--- config.mk ---
export PLATFORM = sky130hd
export DESIGN_NAME = dmem_arbiter
export DESIGN_NICKNAME = d
export VERILOG_FILES = /design/src/rtl/dmem_arbiter.sv
export SDC_FILE = /design/constraint.sdc
export NUM_CORES = 1
export LEC_CHECK = 0
export ABC_AREA = 1
export ABC_CLOCK_PERIOD_IN_PS = 3400
export CORE_MARGIN = 4
export CORE_UTILIZATION = 28
export DETAILED_ROUTE_END_ITERATION = 10
export GPL_TIMING_DRIVEN = 0
export PLACE_DENSITY = 0.74
export REMOVE_ABC_BUFFERS = 1
export SYNTH_ARGS = -nofsm -noshare
export SYNTH_HDL_FRONTEND = slang
export SYNTH_SLANG_ARGS = --single-unit
--- constraint.sdc ---
create_clock -name clk -period 3.4 [get_ports clk]
set_input_delay 0.85 -clock clk [delete_from_list [all_inputs] [get_ports clk]]
set_output_delay 0.85 -clock clk [all_outputs]
set_load 0.005 [all_outputs]
--- src/rtl/dmem_arbiter.sv ---
// Two-requester data-memory arbiter with round-robin fairness, bounded lock,
// misaligned-access trapping and a registered one-cycle response path.
module dmem_arbiter #(
    parameter int LOCK_MAX = 8
) (
    input  logic        clk,
    input  logic        rst,
    input  logic        req0,
    input  logic        req1,
    input  logic        we0,
    input  logic        we1,
    input  logic [31:0] addr0,
    input  logic [31:0] addr1,
    input  logic [31:0] wdata0,
    input  logic [31:0] wdata1,
    input  logic        lock0,
    input  logic        lock1,
    output logic        gnt0,
    output logic        gnt1,
    output logic        rvalid0,
    output logic        rvalid1,
    output logic [31:0] rdata,
    output logic        rerr,
    output logic        mem_we,
    output logic [31:0] mem_a,
    output logic [31:0] mem_wd,
    input  logic [31:0] mem_rd
);

    localparam logic [1:0] IDLE  = 2'd0;
    localparam logic [1:0] LOCK0 = 2'd1;
    localparam logic [1:0] LOCK1 = 2'd2;

    localparam logic [8:0] LMAX = 9'(LOCK_MAX);

    logic [1:0]  state;
    logic [1:0]  state_nxt;
    logic        last;
    logic        last_nxt;
    logic [7:0]  cnt;
    logic [7:0]  cnt_nxt;
    logic [8:0]  cnt_inc;
    logic        hold;

    logic        any_gnt;
    logic        sel_we;
    logic [31:0] sel_addr;
    logic [31:0] sel_wdata;
    logic        aligned;

    // Grants are forced low while reset is held so nothing reaches memory.
    always_comb begin
        gnt0 = 1'b0;
        gnt1 = 1'b0;
        if (!rst) begin
            case (state)
                IDLE: begin
                    if (req0 && req1) begin
                        gnt0 = last;
                        gnt1 = !last;
                    end else begin
                        gnt0 = req0;
                        gnt1 = req1;
                    end
                end
                LOCK0:   gnt0 = req0;
                LOCK1:   gnt1 = req1;
                default: ;
            endcase
        end
    end

    assign any_gnt = gnt0 | gnt1;

    always_comb begin
        sel_we    = 1'b0;
        sel_addr  = 32'd0;
        sel_wdata = 32'd0;
        if (gnt0) begin
            sel_we    = we0;
            sel_addr  = addr0;
            sel_wdata = wdata0;
        end else if (gnt1) begin
            sel_we    = we1;
            sel_addr  = addr1;
            sel_wdata = wdata1;
        end
    end

    assign aligned = (sel_addr[1:0] == 2'b00);
    assign mem_we  = sel_we & any_gnt & aligned;
    assign mem_a   = {sel_addr[31:2], 2'b00};
    assign mem_wd  = sel_wdata;

    assign cnt_inc = {1'b0, cnt} + 9'd1;
    assign hold    = (state == LOCK0) ? (req0 & lock0) : (req1 & lock1);

    always_comb begin
        state_nxt = state;
        cnt_nxt   = cnt;
        last_nxt  = last;
        if (gnt0) begin
            last_nxt = 1'b0;
        end else if (gnt1) begin
            last_nxt = 1'b1;
        end
        case (state)
            IDLE: begin
                if (gnt0 && lock0) begin
                    state_nxt = LOCK0;
                    cnt_nxt   = 8'd1;
                end else if (gnt1 && lock1) begin
                    state_nxt = LOCK1;
                    cnt_nxt   = 8'd1;
                end
            end
            LOCK0, LOCK1: begin
                // The counter counts granted cycles, including the entry grant.
                if (!hold || cnt_inc >= LMAX) begin
                    state_nxt = IDLE;
                    cnt_nxt   = 8'd0;
                end else begin
                    cnt_nxt = cnt_inc[7:0];
                end
            end
            default: begin
                state_nxt = IDLE;
                cnt_nxt   = 8'd0;
            end
        endcase
    end

    always_ff @(posedge clk or posedge rst) begin
        if (rst) begin
            state <= IDLE;
            last  <= 1'b1;
            cnt   <= 8'd0;
        end else begin
            state <= state_nxt;
            last  <= last_nxt;
            cnt   <= cnt_nxt;
        end
    end

    // Writes and misaligned accesses answer with zero data.
    always_ff @(posedge clk or posedge rst) begin
        if (rst) begin
            rvalid0 <= 1'b0;
            rvalid1 <= 1'b0;
            rdata   <= 32'd0;
            rerr    <= 1'b0;
        end else begin
            rvalid0 <= gnt0;
            rvalid1 <= gnt1;
            if (any_gnt) begin
                rdata <= (!sel_we && aligned) ? mem_rd : 32'd0;
                rerr  <= !aligned;
            end
        end
    end

endmodule

# Word level (Yosys, flattened, before mapping)
# Index checks and enable logic that the tools add are counted.
dict set report totals {
  register_bits 46
  input_bits 168
  out_inout_bits 102
  word_cells 56
}
dict set report classes {
  addsub 1
  n_lt_le_gt_ge 1
  n_eq_ne 4
  mux 24
  n_bitwise 5
  reduce_logical 14
}
# operator n
set ops {}
lappend ops {{32-bit two-way mux} 5}
lappend ops {{8-bit two-way mux} 3}
lappend ops {{8-bit case mux with 2 select lines} 1}
lappend ops {{8-bit by 1-bit adder with 9-bit output (second input constant)} 1}
lappend ops {{9-bit by 4-bit greater-or-equal comparator with 1-bit output (second input constant)} 1}
lappend ops {{1-bit two-way mux} 9}
lappend ops {{2-bit two-way mux} 3}
lappend ops {{1-bit AND} 4}
lappend ops {{1-bit logical AND} 4}
lappend ops {{1-bit logical NOT} 4}
lappend ops {{2-bit logical NOT} 2}
lappend ops {{1-bit case mux with 2 select lines} 2}
lappend ops {{2-bit case mux with 2 select lines} 1}
lappend ops {{3-bit != test (second input constant)} 1}
lappend ops {{2-bit by 1-bit == test with 1-bit output (second input constant)} 1}
lappend ops {{2-bit == test (second input constant)} 1}
lappend ops {{2-bit != test (second input constant)} 1}
lappend ops {{2-bit AND reduction} 1}
lappend ops {{2-bit nonzero test} 1}
lappend ops {{2-bit OR reduction} 1}
lappend ops {{1-bit logical OR} 1}
lappend ops {{1-bit OR} 1}

# Depth between registers and ports, before layout
dict set report depth {
  word_depth 9
  ltp_mapped 13
  mapped_depth_nobuf 13
}

# Worst setup path after synthesis
# Ideal clock, no wire load.
dict set report synth_timing {
  kind {in2out}
  from {input rst}
  to {output mem_we}
  t_arrival_ps 2602
  required_time_ps 2550
  setup_slack_ps -52
  cell_stages 6
  path_buffers 1
  cell_sequence {inv_1 -> nand2_4 -> nand2_1 -> o21ai_2 -> buf_4 -> a211oi_1}
}
dict set report synth_between {
  elab_chain_cells 5
  word_cells_on_any_way 10
  classes_between {6 x mux; 3 x bitwise; 1 x reduce/logical}
}
# item line
set synth_lines {}
lappend synth_lines {{start, declared} 7} ;# input logic rst,
lappend synth_lines {{1-bit two-way mux} 55} ;# if (!rst) begin
lappend synth_lines {{1-bit two-way mux / 32-bit two-way mux (equally long branches)} 83} ;# end else if (gnt1) begin
lappend synth_lines {{1-bit two-way mux / 32-bit two-way mux (equally long branches)} 79} ;# if (gnt0) begin
lappend synth_lines {{1-bit AND / 2-bit logical NOT (equally long branches)} {91, 90}}
lappend synth_lines {{1-bit AND *} 91} ;# assign mem_we = sel_we & any_gnt & aligned;
lappend synth_lines {{end, declared} 24} ;# output logic mem_we,
# Mark *: on every way between the ends. The rest lies on a longest branch, timed or not.

# Worst setup path after layout
dict set report layout_timing {
  from {input rst}
  to {output mem_wd[0]}
}
dict set report layout_between {
  elab_chain_cells 3
  word_cells_on_any_way 4
  classes_between {4 x mux}
}
# item line
set layout_lines {}
lappend layout_lines {{1-bit two-way mux} 55}
lappend layout_lines {{32-bit two-way mux} 83}
lappend layout_lines {{32-bit two-way mux *} 79}
lappend layout_lines {{end, declared} 26} ;# output logic [31:0] mem_wd,
# Marked as above.

==> run metrics <==
Slew @ Worst Pin about 0.80 ns; Final Setup Violations 0; post-synth top area share 0.3828; total power draw 3.231 mW; initial antenna violation count 0; ys flop type dfrtp_1; number of synthesized flops with an enable pin 0; Yosys cell types 22; io pins 270; biggest area consumer among synthesized cells dfrtp_1; CTS Buf Count 5; Pwr Density slightly above 500 mW/mm^2; CTS Sinks 46; Fin. Hold Viols 0; critical path type primary input to output pin; Clock Tree Buf Depth 2; Critical path buffers and inverters 5; first-pass GRT wire length around 21000 um; grt total ovfl 0; clock root buffer clkbuf_8; CP Data Arrival Time around 2.5 ns; crit path capture mem_wd[0]; DP Worst Slack -1.344 ns; status complete, no violations; IR Drop Worst-Case VDD between 0.0002 and 0.00025 V; Crit. Startpoint rst; Tcrit/Tclk final 0.9978; Largest stage delay, worst path 0.45 ns; crit path launch type primary input; CP max FO 9; die area around 0.012 sq mm; R2R Path Start state[0]; largest cells by area after synthesis dfrtp_1 38%, a22o_1 18%, nand2_1 14%; Initial Util 0.2862; Remaining DRCs 0; GRT Total Usage 0.2073; DIE HEIGHT 110.5 um; Final TNS setup 0 ns; synth warn 0; Worst EP required 2.55 ns; placer congestion estimate 0.8799; kind of cell adding the most delay to the critical path buffers and inverters; largest net degree at the start of global routing 35; port bufs ~270; Pins Over Slew Limit 0; Total Wirelength ~14000 um; total core area about 0.010 sq mm; CTS tree done; commonest cells in the netlist 111 x nand2_1, 62 x a22o_1, 45 x dfrtp_1; share of layout cells above drive strength 1 0.09091; Vias a little under 4000; R2R Path End rdata[19]; RSZ-0062 raised after global routing yes; wire length per cell approximately 18 um; Netlist Area Pre-Place 0.002942 sq mm; most common cell in the netlist nand2_1; Vias per Instance ~5; Critical Path Slowest Stage Cell clkdlybuf4s50_1; worst skew pair latency 0.29 ns; non-filler instance count after layout between 700 and 800; Synth async-reset ratio 1.000; Worst-path clk slew 0.08 ns; Initial DRT Pass Iterations 4; diode count 0; Cells after Synth approximately 370; Hold WS 0.4854 ns; Fmax approximately 300 MHz; H-tree Lvls 2; slew margin rel. 0.4698; Critical Path End Type output pin; Syn Area/Cell between 7 and 8 sq um; Layout area overhead 115.3%; Crit. path cell count 7; worst setup margin around 0.0075 ns; r2r setup slk 0.73 ns; Layout Nets around 820; chip width roughly 110 um; vias in the first global route 3946; worst path cell trace dlygate4sd2_1, bufinv_16, nand2_8, clkinv_8, clkbuf_4, a22o_1, clkdlybuf4s50_1; initial DRC count approximately 280; Leak Pwr 3.265 nW; clk_skew around 0.0025 ns; placed cell count between 700 and 800; Synth Register Bits between 40 and 50; min cycle time layout about 3.4 ns; ANT nets after route 0; HPWL after DPL a little under 10000 um; MaxCap Viol Count 0; Hold Path Class flip-flop to flip-flop; # rows 37; Worst R2R Path Depth 13; sequential area share after synthesis 0.3917
-- registers in the layout (all words and copies together), names as in the netlist --
register	flops
cnt	8
last	1
rdata	32
rerr	1
rvalid0	1
rvalid1	1
state	2
-- per-stage QoR --
step / cell area (sq um) / utilization
3_3_place_gp: 5638 / 0.5486
5_1_grt: 6332 / 0.6161
3_5_place_dp: 5690 / 0.5537
2_1_floorplan: 2795 / -
4_1_cts: 5979 / 0.5818
6_report: 6332 / 0.6161
-- placed cells by master (no fill, tap or decap), types with 3 or more instances in the layout --
cell type / count
nand2_1: 108
dlymetal6s2s_1: 24
buf_12: 8
dlygate4sd2_1: 17
nand4_1: 32
inv_1: 24
o21ai_0: 5
ha_1: 5
a22o_1: 62
nand3_1: 20
nand2_2: 4
clkbuf_8: 6
buf_4: 10
nand2_4: 3
nor2_1: 19
nor2_4: 3
dfrtp_1: 45
clkdlybuf4s50_1: 225
-- final cells by class --
cell class | count | area [sq um]
Timing Repair inverter | 4 | 66.31
Tap cell | 136 | 170.2
Clock buffer | 7 | 86.33
Multi-Input combinational cell | 273 | 1644
Inverter | 27 | 156.4
Timing Repair Buffer | 291 | 3052
Fill cell | 913 | 3945
Clock inverter | 1 | 5.005
Sequential cell | 46 | 1152
-- worst register-to-register path, stage by stage, from the launching register on --
cell and delay [ns]:
dfrtp_1 0.42, inv_1 0.13, ha_4 0.18, nand2_1 0.06, inv_1 0.07, nand2_2 0.06
nand2_4 0.11, nand2_8 0.10, buf_12 0.15, nand2_8 0.06, buf_4 0.24, nand3_2 0.60
nand4_1 0.30, nand2_1 0.07
-- worst min-delay path by stage --
stage | from | endpoint | slack, ns | cells after the start
after global placement | rdata[27] | rdata[27] | 0.46 | 2
after detailed placement | rdata[19] | rdata[19] | 0.47 | 2
after floorplan | rdata[0] | rdata[0] | 0.47 | 2
final | rdata[3] | rdata[3] | 0.49 | 2
after CTS | rdata[27] | rdata[27] | 0.49 | 2
after global routing | rdata[18] | rdata[18] | 0.51 | 2
-- logic make-up (layout without fill, tap and decap cells) --
| logic type | count (synthesis) | after routing | share of synthesized area |
|---|---|---|---|
| flip-flops | 46 | 46 | 0.3917 |
| other | 1 | 2 | 0.001275 |
| buffers and inverters | 53 | 330 | 0.08592 |
| adder cells (fa/ha/maj) | 6 | 6 | 0.02552 |
| AND/OR/NAND/NOR | 192 | 194 | 0.2943 |
| AO/OA/AOI/OAI | 70 | 71 | 0.2012 |
-- power by group --
group          switching (mW)  internal, mW
Sequential              0.109         0.728
Clock                   0.182         0.164
Combinational           0.921          1.13
-- layer usage --
layer | vias up | routed length [um] | GRT usage
met4 | 0 | 240 | 0.04187
met5 | - | 0 | 0
met1 | 1896 | 5109 | 0.2285
met3 | 14 | 954 | 0.04822
met2 | 182 | 7602 | 0.4013
li1 | 1847 | - | -
-- repair_timing --
item | 4_1_cts | 5_1_grt
setup buffers | 6 | 14
setup endpoints to repair | 97 | 49
pin swaps | 5 | 2
gates cloned | 5 | 4
hold buffers | 0 | 0
resized for setup | 37 | 38
(Power assumes the default switching activity.)
